**src/rtl/l2_snoop_responder_pkg.sv**
```systemverilog
// Shared encodings for the L2 snoop responder: bus op codes, snoop results,
// MESI states, FSM states and the address offset width.
package l2_snoop_responder_pkg;

  localparam int unsigned OFFSET_BITS = 6;

  typedef enum logic [2:0] {
    OP_NOP   = 3'd0,
    OP_READ  = 3'd1,
    OP_WRITE = 3'd2,
    OP_INVAL = 3'd3,
    OP_RWIM  = 3'd4
  } snp_op_e;

  typedef enum logic [2:0] {
    SNP_HIT   = 3'b000,
    SNP_HITM  = 3'b001,
    SNP_NOHIT = 3'b010
  } snp_res_e;

  typedef enum logic [1:0] {
    MESI_I = 2'd0,
    MESI_S = 2'd1,
    MESI_E = 2'd2,
    MESI_M = 2'd3
  } mesi_e;

  typedef enum logic [2:0] {
    ST_IDLE    = 3'd0,
    ST_LOOKUP  = 3'd1,
    ST_RESPOND = 3'd2,
    ST_WB      = 3'd3,
    ST_UPDATE  = 3'd4
  } state_e;

endpackage

```
**src/rtl/l2_snoop_responder_if.sv**
```systemverilog
// Snoop-side bus bundle: snooped op handshake, storage lookup, snoop result,
// writeback, MESI update and L1 invalidate. slave = responder, master = environment.
interface l2_snoop_responder_if #(
  parameter int unsigned ways      = 8,
  parameter int unsigned indexBits = 14,
  parameter int unsigned tagBits   = 12,
  parameter int unsigned addrBits  = 32
);
  localparam int unsigned WAY_W = (ways > 1) ? $clog2(ways) : 1;

  logic                 snp_valid;
  logic                 snp_ready;
  logic [2:0]           snp_op;
  logic [addrBits-1:0]  snp_addr;

  logic                 lk_req;
  logic [indexBits-1:0] lk_index;
  logic [tagBits-1:0]   lk_tag;
  logic                 lk_hit;
  logic [WAY_W-1:0]     lk_way;
  logic [1:0]           lk_mesi;

  logic [2:0]           snoopBus;
  logic                 snoop_vld;

  logic                 wb_valid;
  logic                 wb_ready;
  logic [addrBits-1:0]  wb_addr;
  logic [WAY_W-1:0]     wb_way;

  logic                 upd_valid;
  logic [indexBits-1:0] upd_index;
  logic [WAY_W-1:0]     upd_way;
  logic [1:0]           upd_mesi;

  logic                 l1_inval;
  logic [addrBits-1:0]  l1_inval_addr;
  logic                 proto_err;

  modport slave (
    input  snp_valid, snp_op, snp_addr, lk_hit, lk_way, lk_mesi, wb_ready,
    output snp_ready, lk_req, lk_index, lk_tag, snoopBus, snoop_vld,
           wb_valid, wb_addr, wb_way, upd_valid, upd_index, upd_way, upd_mesi,
           l1_inval, l1_inval_addr, proto_err
  );

  modport master (
    output snp_valid, snp_op, snp_addr, lk_hit, lk_way, lk_mesi, wb_ready,
    input  snp_ready, lk_req, lk_index, lk_tag, snoopBus, snoop_vld,
           wb_valid, wb_addr, wb_way, upd_valid, upd_index, upd_way, upd_mesi,
           l1_inval, l1_inval_addr, proto_err
  );

endinterface

```
**src/rtl/l2_snoop_responder_snoop_mesi_table.sv**
```systemverilog
// Combinational snoop policy: {op, hit, line state} -> snoop result, new MESI
// state and the writeback / L1-invalidate / protocol-error actions.
module snoop_mesi_table
  import l2_snoop_responder_pkg::*;
(
  input  logic [2:0] op,
  input  logic       hit,
  input  mesi_e      mesi,
  output snp_res_e   result,
  output mesi_e      next_mesi,
  output logic       do_wb,
  output logic       do_inval,
  output logic       err
);

  always_comb begin
    result    = SNP_NOHIT;
    next_mesi = mesi;
    do_wb     = 1'b0;
    do_inval  = 1'b0;
    err       = 1'b0;
    if (hit) begin
      case (op)
        OP_READ: begin
          case (mesi)
            MESI_S, MESI_E: begin
              result    = SNP_HIT;
              next_mesi = MESI_S;
            end
            MESI_M: begin
              result    = SNP_HITM;
              next_mesi = MESI_S;
              do_wb     = 1'b1;
            end
            default: ;
          endcase
        end
        OP_INVAL: begin
          case (mesi)
            MESI_S: begin
              next_mesi = MESI_I;
              do_inval  = 1'b1;
            end
            // Another agent invalidating an exclusively-owned line is a coherence violation.
            MESI_E, MESI_M: err = 1'b1;
            default: ;
          endcase
        end
        OP_RWIM: begin
          case (mesi)
            MESI_S, MESI_E: begin
              result    = SNP_HIT;
              next_mesi = MESI_I;
              do_inval  = 1'b1;
            end
            MESI_M: begin
              result    = SNP_HITM;
              next_mesi = MESI_I;
              do_wb     = 1'b1;
              do_inval  = 1'b1;
            end
            default: ;
          endcase
        end
        default: ;
      endcase
    end
  end

endmodule

```
**src/rtl/l2_snoop_responder.sv**
```systemverilog
// L2 bus snoop responder: accepts one snooped op at a time, looks the line up,
// drives the snoop result, writes back Modified data and updates MESI / L1.
module l2_snoop_responder
  import l2_snoop_responder_pkg::*;
#(
  parameter int unsigned ways      = 8,
  parameter int unsigned indexBits = 14,
  parameter int unsigned tagBits   = 12,
  parameter int unsigned lineSize  = 512,
  parameter int unsigned addrBits  = 32
)(
  input logic                  clk,
  input logic                  reset,
  l2_snoop_responder_if.slave  bus
);

  localparam int unsigned OFF_W = $clog2(lineSize / 8);
  localparam int unsigned WAY_W = (ways > 1) ? $clog2(ways) : 1;

  state_e              state_q, state_d;
  logic [2:0]          op_q;
  logic [addrBits-1:0] addr_q;
  logic                hit_q;
  logic [WAY_W-1:0]    way_q;
  mesi_e               cur_q, nxt_q;
  logic                wb_q, inval_q, err_q;

  snp_res_e tbl_res;
  mesi_e    tbl_next;
  logic     tbl_wb, tbl_inval, tbl_err;

  logic     snp_ready, lk_req, snoop_vld, wb_valid, upd_valid, l1_inval, proto_err;
  snp_res_e snoop_res;

  snoop_mesi_table u_table (
    .op        (op_q),
    .hit       (bus.lk_hit),
    .mesi      (mesi_e'(bus.lk_mesi)),
    .result    (tbl_res),
    .next_mesi (tbl_next),
    .do_wb     (tbl_wb),
    .do_inval  (tbl_inval),
    .err       (tbl_err)
  );

  always_ff @(posedge clk or posedge reset) begin
    if (reset) state_q <= ST_IDLE;
    else       state_q <= state_d;
  end

  always_ff @(posedge clk or posedge reset) begin
    if (reset) begin
      op_q    <= '0;
      addr_q  <= '0;
      hit_q   <= 1'b0;
      way_q   <= '0;
      cur_q   <= MESI_I;
      nxt_q   <= MESI_I;
      wb_q    <= 1'b0;
      inval_q <= 1'b0;
      err_q   <= 1'b0;
    end else begin
      if (bus.snp_valid && snp_ready) begin
        op_q   <= bus.snp_op;
        addr_q <= bus.snp_addr;
      end
      if (state_q == ST_RESPOND) begin
        hit_q   <= bus.lk_hit;
        way_q   <= bus.lk_way;
        cur_q   <= mesi_e'(bus.lk_mesi);
        nxt_q   <= tbl_next;
        wb_q    <= tbl_wb;
        inval_q <= tbl_inval;
        err_q   <= tbl_err;
      end
    end
  end

  // Ready is gated by reset so no op can be accepted while reset is held.
  assign snp_ready = (state_q == ST_IDLE) && !reset;

  always_comb begin
    state_d   = state_q;
    lk_req    = 1'b0;
    snoop_vld = 1'b0;
    snoop_res = SNP_NOHIT;
    wb_valid  = 1'b0;
    upd_valid = 1'b0;
    l1_inval  = 1'b0;
    proto_err = 1'b0;
    unique case (state_q)
      ST_IDLE:    if (bus.snp_valid && snp_ready) state_d = ST_LOOKUP;
      ST_LOOKUP: begin
        lk_req  = 1'b1;
        state_d = ST_RESPOND;
      end
      ST_RESPOND: begin
        snoop_vld = 1'b1;
        snoop_res = tbl_res;
        state_d   = tbl_wb ? ST_WB : ST_UPDATE;
      end
      ST_WB: begin
        wb_valid = 1'b1;
        if (bus.wb_ready) state_d = ST_UPDATE;
      end
      ST_UPDATE: begin
        upd_valid = hit_q && (nxt_q != cur_q);
        l1_inval  = inval_q;
        proto_err = err_q;
        state_d   = ST_IDLE;
      end
      default:    state_d = ST_IDLE;
    endcase
  end

  assign bus.snp_ready     = snp_ready;
  assign bus.lk_req        = lk_req;
  assign bus.lk_index      = addr_q[OFF_W +: indexBits];
  assign bus.lk_tag        = addr_q[addrBits-1 -: tagBits];
  assign bus.snoopBus      = snoop_res;
  assign bus.snoop_vld     = snoop_vld;
  assign bus.wb_valid      = wb_valid;
  assign bus.wb_addr       = {addr_q[addrBits-1:OFF_W], {OFF_W{1'b0}}};
  assign bus.wb_way        = way_q;
  assign bus.upd_valid     = upd_valid;
  assign bus.upd_index     = addr_q[OFF_W +: indexBits];
  assign bus.upd_way       = way_q;
  assign bus.upd_mesi      = nxt_q;
  assign bus.l1_inval      = l1_inval;
  assign bus.l1_inval_addr = addr_q;
  assign bus.proto_err     = proto_err;

endmodule

```
**src/flat_wrapper.sv**
```systemverilog
// flat-port wrapper written by rule: the top's interface ports become plain ports
module l2_snoop_responder_flat import l2_snoop_responder_pkg::*;
#(
  parameter int unsigned ways      = 8,
  parameter int unsigned indexBits = 14,
  parameter int unsigned tagBits   = 12,
  parameter int unsigned lineSize  = 512,
  parameter int unsigned addrBits  = 32
)
  (clk, reset, bus_snp_valid, bus_snp_op, bus_snp_addr, bus_lk_hit, bus_lk_way, bus_lk_mesi, bus_wb_ready, bus_snp_ready, bus_lk_req, bus_lk_index, bus_lk_tag, bus_snoopBus, bus_snoop_vld, bus_wb_valid, bus_wb_addr, bus_wb_way, bus_upd_valid, bus_upd_index, bus_upd_way, bus_upd_mesi, bus_l1_inval, bus_l1_inval_addr, bus_proto_err);
  l2_snoop_responder_if #(.ways(ways), .indexBits(indexBits), .tagBits(tagBits), .addrBits(addrBits)) bus_i ();
  input logic clk;
  input logic reset;
  input wire logic [$bits(bus_i.snp_valid)-1:0] bus_snp_valid;
  input wire logic [$bits(bus_i.snp_op)-1:0] bus_snp_op;
  input wire logic [$bits(bus_i.snp_addr)-1:0] bus_snp_addr;
  input wire logic [$bits(bus_i.lk_hit)-1:0] bus_lk_hit;
  input wire logic [$bits(bus_i.lk_way)-1:0] bus_lk_way;
  input wire logic [$bits(bus_i.lk_mesi)-1:0] bus_lk_mesi;
  input wire logic [$bits(bus_i.wb_ready)-1:0] bus_wb_ready;
  output wire logic [$bits(bus_i.snp_ready)-1:0] bus_snp_ready;
  output wire logic [$bits(bus_i.lk_req)-1:0] bus_lk_req;
  output wire logic [$bits(bus_i.lk_index)-1:0] bus_lk_index;
  output wire logic [$bits(bus_i.lk_tag)-1:0] bus_lk_tag;
  output wire logic [$bits(bus_i.snoopBus)-1:0] bus_snoopBus;
  output wire logic [$bits(bus_i.snoop_vld)-1:0] bus_snoop_vld;
  output wire logic [$bits(bus_i.wb_valid)-1:0] bus_wb_valid;
  output wire logic [$bits(bus_i.wb_addr)-1:0] bus_wb_addr;
  output wire logic [$bits(bus_i.wb_way)-1:0] bus_wb_way;
  output wire logic [$bits(bus_i.upd_valid)-1:0] bus_upd_valid;
  output wire logic [$bits(bus_i.upd_index)-1:0] bus_upd_index;
  output wire logic [$bits(bus_i.upd_way)-1:0] bus_upd_way;
  output wire logic [$bits(bus_i.upd_mesi)-1:0] bus_upd_mesi;
  output wire logic [$bits(bus_i.l1_inval)-1:0] bus_l1_inval;
  output wire logic [$bits(bus_i.l1_inval_addr)-1:0] bus_l1_inval_addr;
  output wire logic [$bits(bus_i.proto_err)-1:0] bus_proto_err;
  assign bus_i.snp_valid = bus_snp_valid;
  assign bus_i.snp_op = bus_snp_op;
  assign bus_i.snp_addr = bus_snp_addr;
  assign bus_i.lk_hit = bus_lk_hit;
  assign bus_i.lk_way = bus_lk_way;
  assign bus_i.lk_mesi = bus_lk_mesi;
  assign bus_i.wb_ready = bus_wb_ready;
  assign bus_snp_ready = bus_i.snp_ready;
  assign bus_lk_req = bus_i.lk_req;
  assign bus_lk_index = bus_i.lk_index;
  assign bus_lk_tag = bus_i.lk_tag;
  assign bus_snoopBus = bus_i.snoopBus;
  assign bus_snoop_vld = bus_i.snoop_vld;
  assign bus_wb_valid = bus_i.wb_valid;
  assign bus_wb_addr = bus_i.wb_addr;
  assign bus_wb_way = bus_i.wb_way;
  assign bus_upd_valid = bus_i.upd_valid;
  assign bus_upd_index = bus_i.upd_index;
  assign bus_upd_way = bus_i.upd_way;
  assign bus_upd_mesi = bus_i.upd_mesi;
  assign bus_l1_inval = bus_i.l1_inval;
  assign bus_l1_inval_addr = bus_i.l1_inval_addr;
  assign bus_proto_err = bus_i.proto_err;
  l2_snoop_responder #(.ways(ways), .indexBits(indexBits), .tagBits(tagBits), .lineSize(lineSize), .addrBits(addrBits)) u_core (.clk(clk), .reset(reset), .bus(bus_i));
endmodule
```
**config.mk**
```make
export PLATFORM = sky130hd
export DESIGN_NAME = l2_snoop_responder_flat
export DESIGN_NICKNAME = d
export VERILOG_FILES = /design/src/rtl/l2_snoop_responder_pkg.sv /design/src/rtl/l2_snoop_responder_if.sv /design/src/rtl/l2_snoop_responder_snoop_mesi_table.sv /design/src/rtl/l2_snoop_responder.sv /design/src/flat_wrapper.sv
export SDC_FILE = /design/constraint.sdc
export NUM_CORES = 1
export LEC_CHECK = 0
export ABC_AREA = 1
export CORE_MARGIN = 4
export CORE_UTILIZATION = 42
export CTS_CLUSTER_DIAMETER = 120
export CTS_CLUSTER_SIZE = 10
export DETAILED_ROUTE_END_ITERATION = 7
export GPL_ROUTABILITY_DRIVEN = 0
export PLACE_DENSITY_LB_ADDON = 0.12
export SYNTH_ARGS = -nofsm -noshare
export SYNTH_HDL_FRONTEND = slang
export SYNTH_HIERARCHICAL = 1
export SYNTH_SLANG_ARGS = --single-unit
```
**constraint.sdc**
```tcl
create_clock -name clk -period 4 [get_ports clk]
set_input_delay 0.8 -clock clk [delete_from_list [all_inputs] [get_ports clk]]
set_output_delay 0.8 -clock clk [all_outputs]
set_load 0.01 [all_outputs]
```
==> out/qor.txt <==
outcome -> complete, no violations
crit path max fanout -> 4
final hold violations -> 0
Sw Share -> 36.90%
Clk pwr share -> 11.1%
Total GRT Usage -> 15.33%
Int Power -> 1.967 mW
num ports -> 167
chip width -> 91.35 um
Setup Crit Path Kind -> input pin to primary output
# DRC -> 0
final WL -> 6.356 mm
Core ar. -> 6756 um2
fin cells -> 512
Ant. Diodes -> 0
total power -> 3.118 mW
Post-Synthesis Cells -> 343
Pwr Density -> 763.7 nW/um2
# H-tree levels -> 2
Reg area -> 1201 um2
initial drt markers -> 45
Max Fclk -> 309.4 MHz
Crit. End Element -> primary output
clk root buf -> clkbuf_8
clock latency on the worst-skew pair -> 0.30 ns
drt wl/cell -> 12.41 um
largest net degree at the start of global routing -> 49
Worst-Margin Slew -> 0.6698 ns
Multi-input gate area -> 845.8 um2
CTS Hold Bufs -> 0
placed cell count -> 504
relative slew slack -> 55.26%
max-cap check violation count -> 0
share of power burned in registers -> 29.6%
sequential share of the synthesized area -> 41.17%
# Post-CTS Setup Buffers -> 0
via count -> 2240
Port Buffers -> 159
area grow syn2layout -> 39.92%
NetSw -> 1.151 mW
vias per inst -> 4.375
CTS max path bufs -> 2
total CTS buffers -> 5
Comb pwr share -> 59.3%
total die area -> 8345 um2
Yosys reg bits -> 48
initial core utilization -> 43.19%
FP Rows -> 30
clk slew on worst S/H paths -> 0.08 ns
Final Worst Setup Slack -> 0.7675 ns
layout cells sized above 1 -> 12.73%
CTS tree -> built
Worst IR Drop VDD -> 0.3914 mV
crit path DAT -> 2.43 ns
post-route ant nets -> 0
Max Slew Vio Count -> 0
initial antenna violation count -> 0
Final Cycle Share -> 80.81%
Mean Syn Cell Area -> 8.507 um2
post-cts resize count -> 0
Final setup viols -> 0
final worst path period need -> 3.232 ns
CTS sink count -> 48
vias in the first global route -> 2164
GRT overflow -> 0
Netlist cell types -> 21
Detailed Place HPWL -> 4.968 mm
post-place setup slack -> 0.7599 ns
filler instances -> 631
post-synthesis instance area -> 2918 um2
CP Data Required Time -> 3.20 ns
leakage power -> 1.920 nW
post-route setup TNS -> 0 ns
nets -> 476
number of detailed-route iterations in the first pass -> 4
Yosys Warn Count -> 6
RSZ-0062 raised after global routing -> no
height of the die -> 91.35 um
critical path launch point type -> input pin
worst min path class -> flip-flop to flip-flop
first-pass GRT wire length -> 10.36 mm
clock skew -> 0.01089 ns
-- logic make-up (layout without fill, tap and decap cells) --
kind of cell / Yosys count / after routing / synth area share [%]
buffers and inverters: 142 / 226 / 30.49
flip-flops: 48 / 48 / 41.17
AO/OA/AOI/OAI: 42 / 42 / 11.79
XOR/XNOR: 2 / 2 / 0.6005
other: 2 / 7 / 0.2574
AND/OR/NAND/NOR: 107 / 107 / 15.70
-- per-stage QoR --
stage,area (um2),hold WS [ns],util [%]
2_1_floorplan,2937,0.4427,-
3_3_place_gp,3971,0.4641,58.78
3_5_place_dp,3971,0.4712,58.78
4_1_cts,4083,0.4926,60.43
5_1_grt,4083,0.5200,60.43
6_report,4083,0.4888,60.43
-- power by group through the flow --
stage	clock (mW)	sequential [mW]	combinational, mW
2_1_floorplan	0	0.988	1.12
3_3_place_gp	0	0.927	1.85
4_1_cts	0.359	0.933	1.88
5_1_grt	0.386	0.972	1.98
6_report	0.345	0.924	1.85
3_5_place_dp	0	0.940	1.88
-- critical path: stages --
cell and delay [ns]:
clkdlybuf4s50_1 0.53, nand2_1 0.07, inv_1 0.07, nand2_1 0.06, nor2_1 0.20, inv_1 0.07
nor2_1 0.10, clkdlybuf4s50_1 0.54
-- area by class of cell --
cell class              instances  area share, %
well taps                      80          2.452
flip-flops and latches         48          29.42
clock inverters                 3          1.042
multi-input cells             158          20.72
clock buffers                   5          1.686
repair buffers                162          39.53
inverters                      56          5.149
-- registers in the layout, indices dropped and copies added, names as in the netlist --
signal / flops
u_core/hit_q: 1
u_core/err_q: 1
u_core/op_q: 3
u_core/cur_q: 2
u_core/state_q: 3
u_core/inval_q: 1
u_core/bus.l1_inval_addr: 32
u_core/bus.upd_mesi: 2
u_core/bus.upd_way: 3
-- worst paths after layout --
kind / from / end / slack (ns) / depth (start not counted)
max reg2reg: u_core/state_q[0] / u_core/bus.l1_inval_addr[22] / 2.06 / 5
min reg2reg: u_core/bus.l1_inval_addr[3] / u_core/bus.l1_inval_addr[3] / 0.49 / 2
max: bus_lk_mesi[0] / bus_snoopBus[0] / 0.77 / 8
max in group asynchronous: reset / u_core/bus.l1_inval_addr[24] / 2.50 / 3
min in group asynchronous: reset / u_core/bus.l1_inval_addr[3] / 1.08 / 3
min: u_core/bus.l1_inval_addr[3] / u_core/bus.l1_inval_addr[3] / 0.49 / 2
-- per-layer routing --
metal / GRT usage, % / part of all wire [%] / vias up
li1: - / - / 1116
met4: 4.523 / 1.0 / 0
met1: 17.79 / 40 / 1021
met5: 0 / 0 / -
met2: 27.47 / 52 / 97
met3: 4.143 / 7.4 / 6
-- layout by cell type (no fill, tap or decap), types with 3 or more instances in the layout --
cell	count
a21oi_1	3
buf_4	3
clkbuf_8	5
clkdlybuf4s50_1	159
conb_1	7
dfrtp_1	48
inv_1	52
inv_2	4
nand2_1	83
nand3_1	8
nor2_1	9
o21ai_2	35
-- Yosys cell counts (all sizes together) --
cell type  number  area, um2
buf            86      679.4
nand2          83      311.6
inv            56      210.2
dfrtp          48       1201
o21ai          38      321.6
nor2           12      62.56
nand3           8      40.04
a21oi           3      15.01
conb            2      7.510
xnor2           2      17.52
nand4           1      21.27
nor3            1      10.01
nor4            1      6.260
o211ai          1      7.510
or2             1      6.260
No activity file was read; power rests on OpenSTA's default activity.
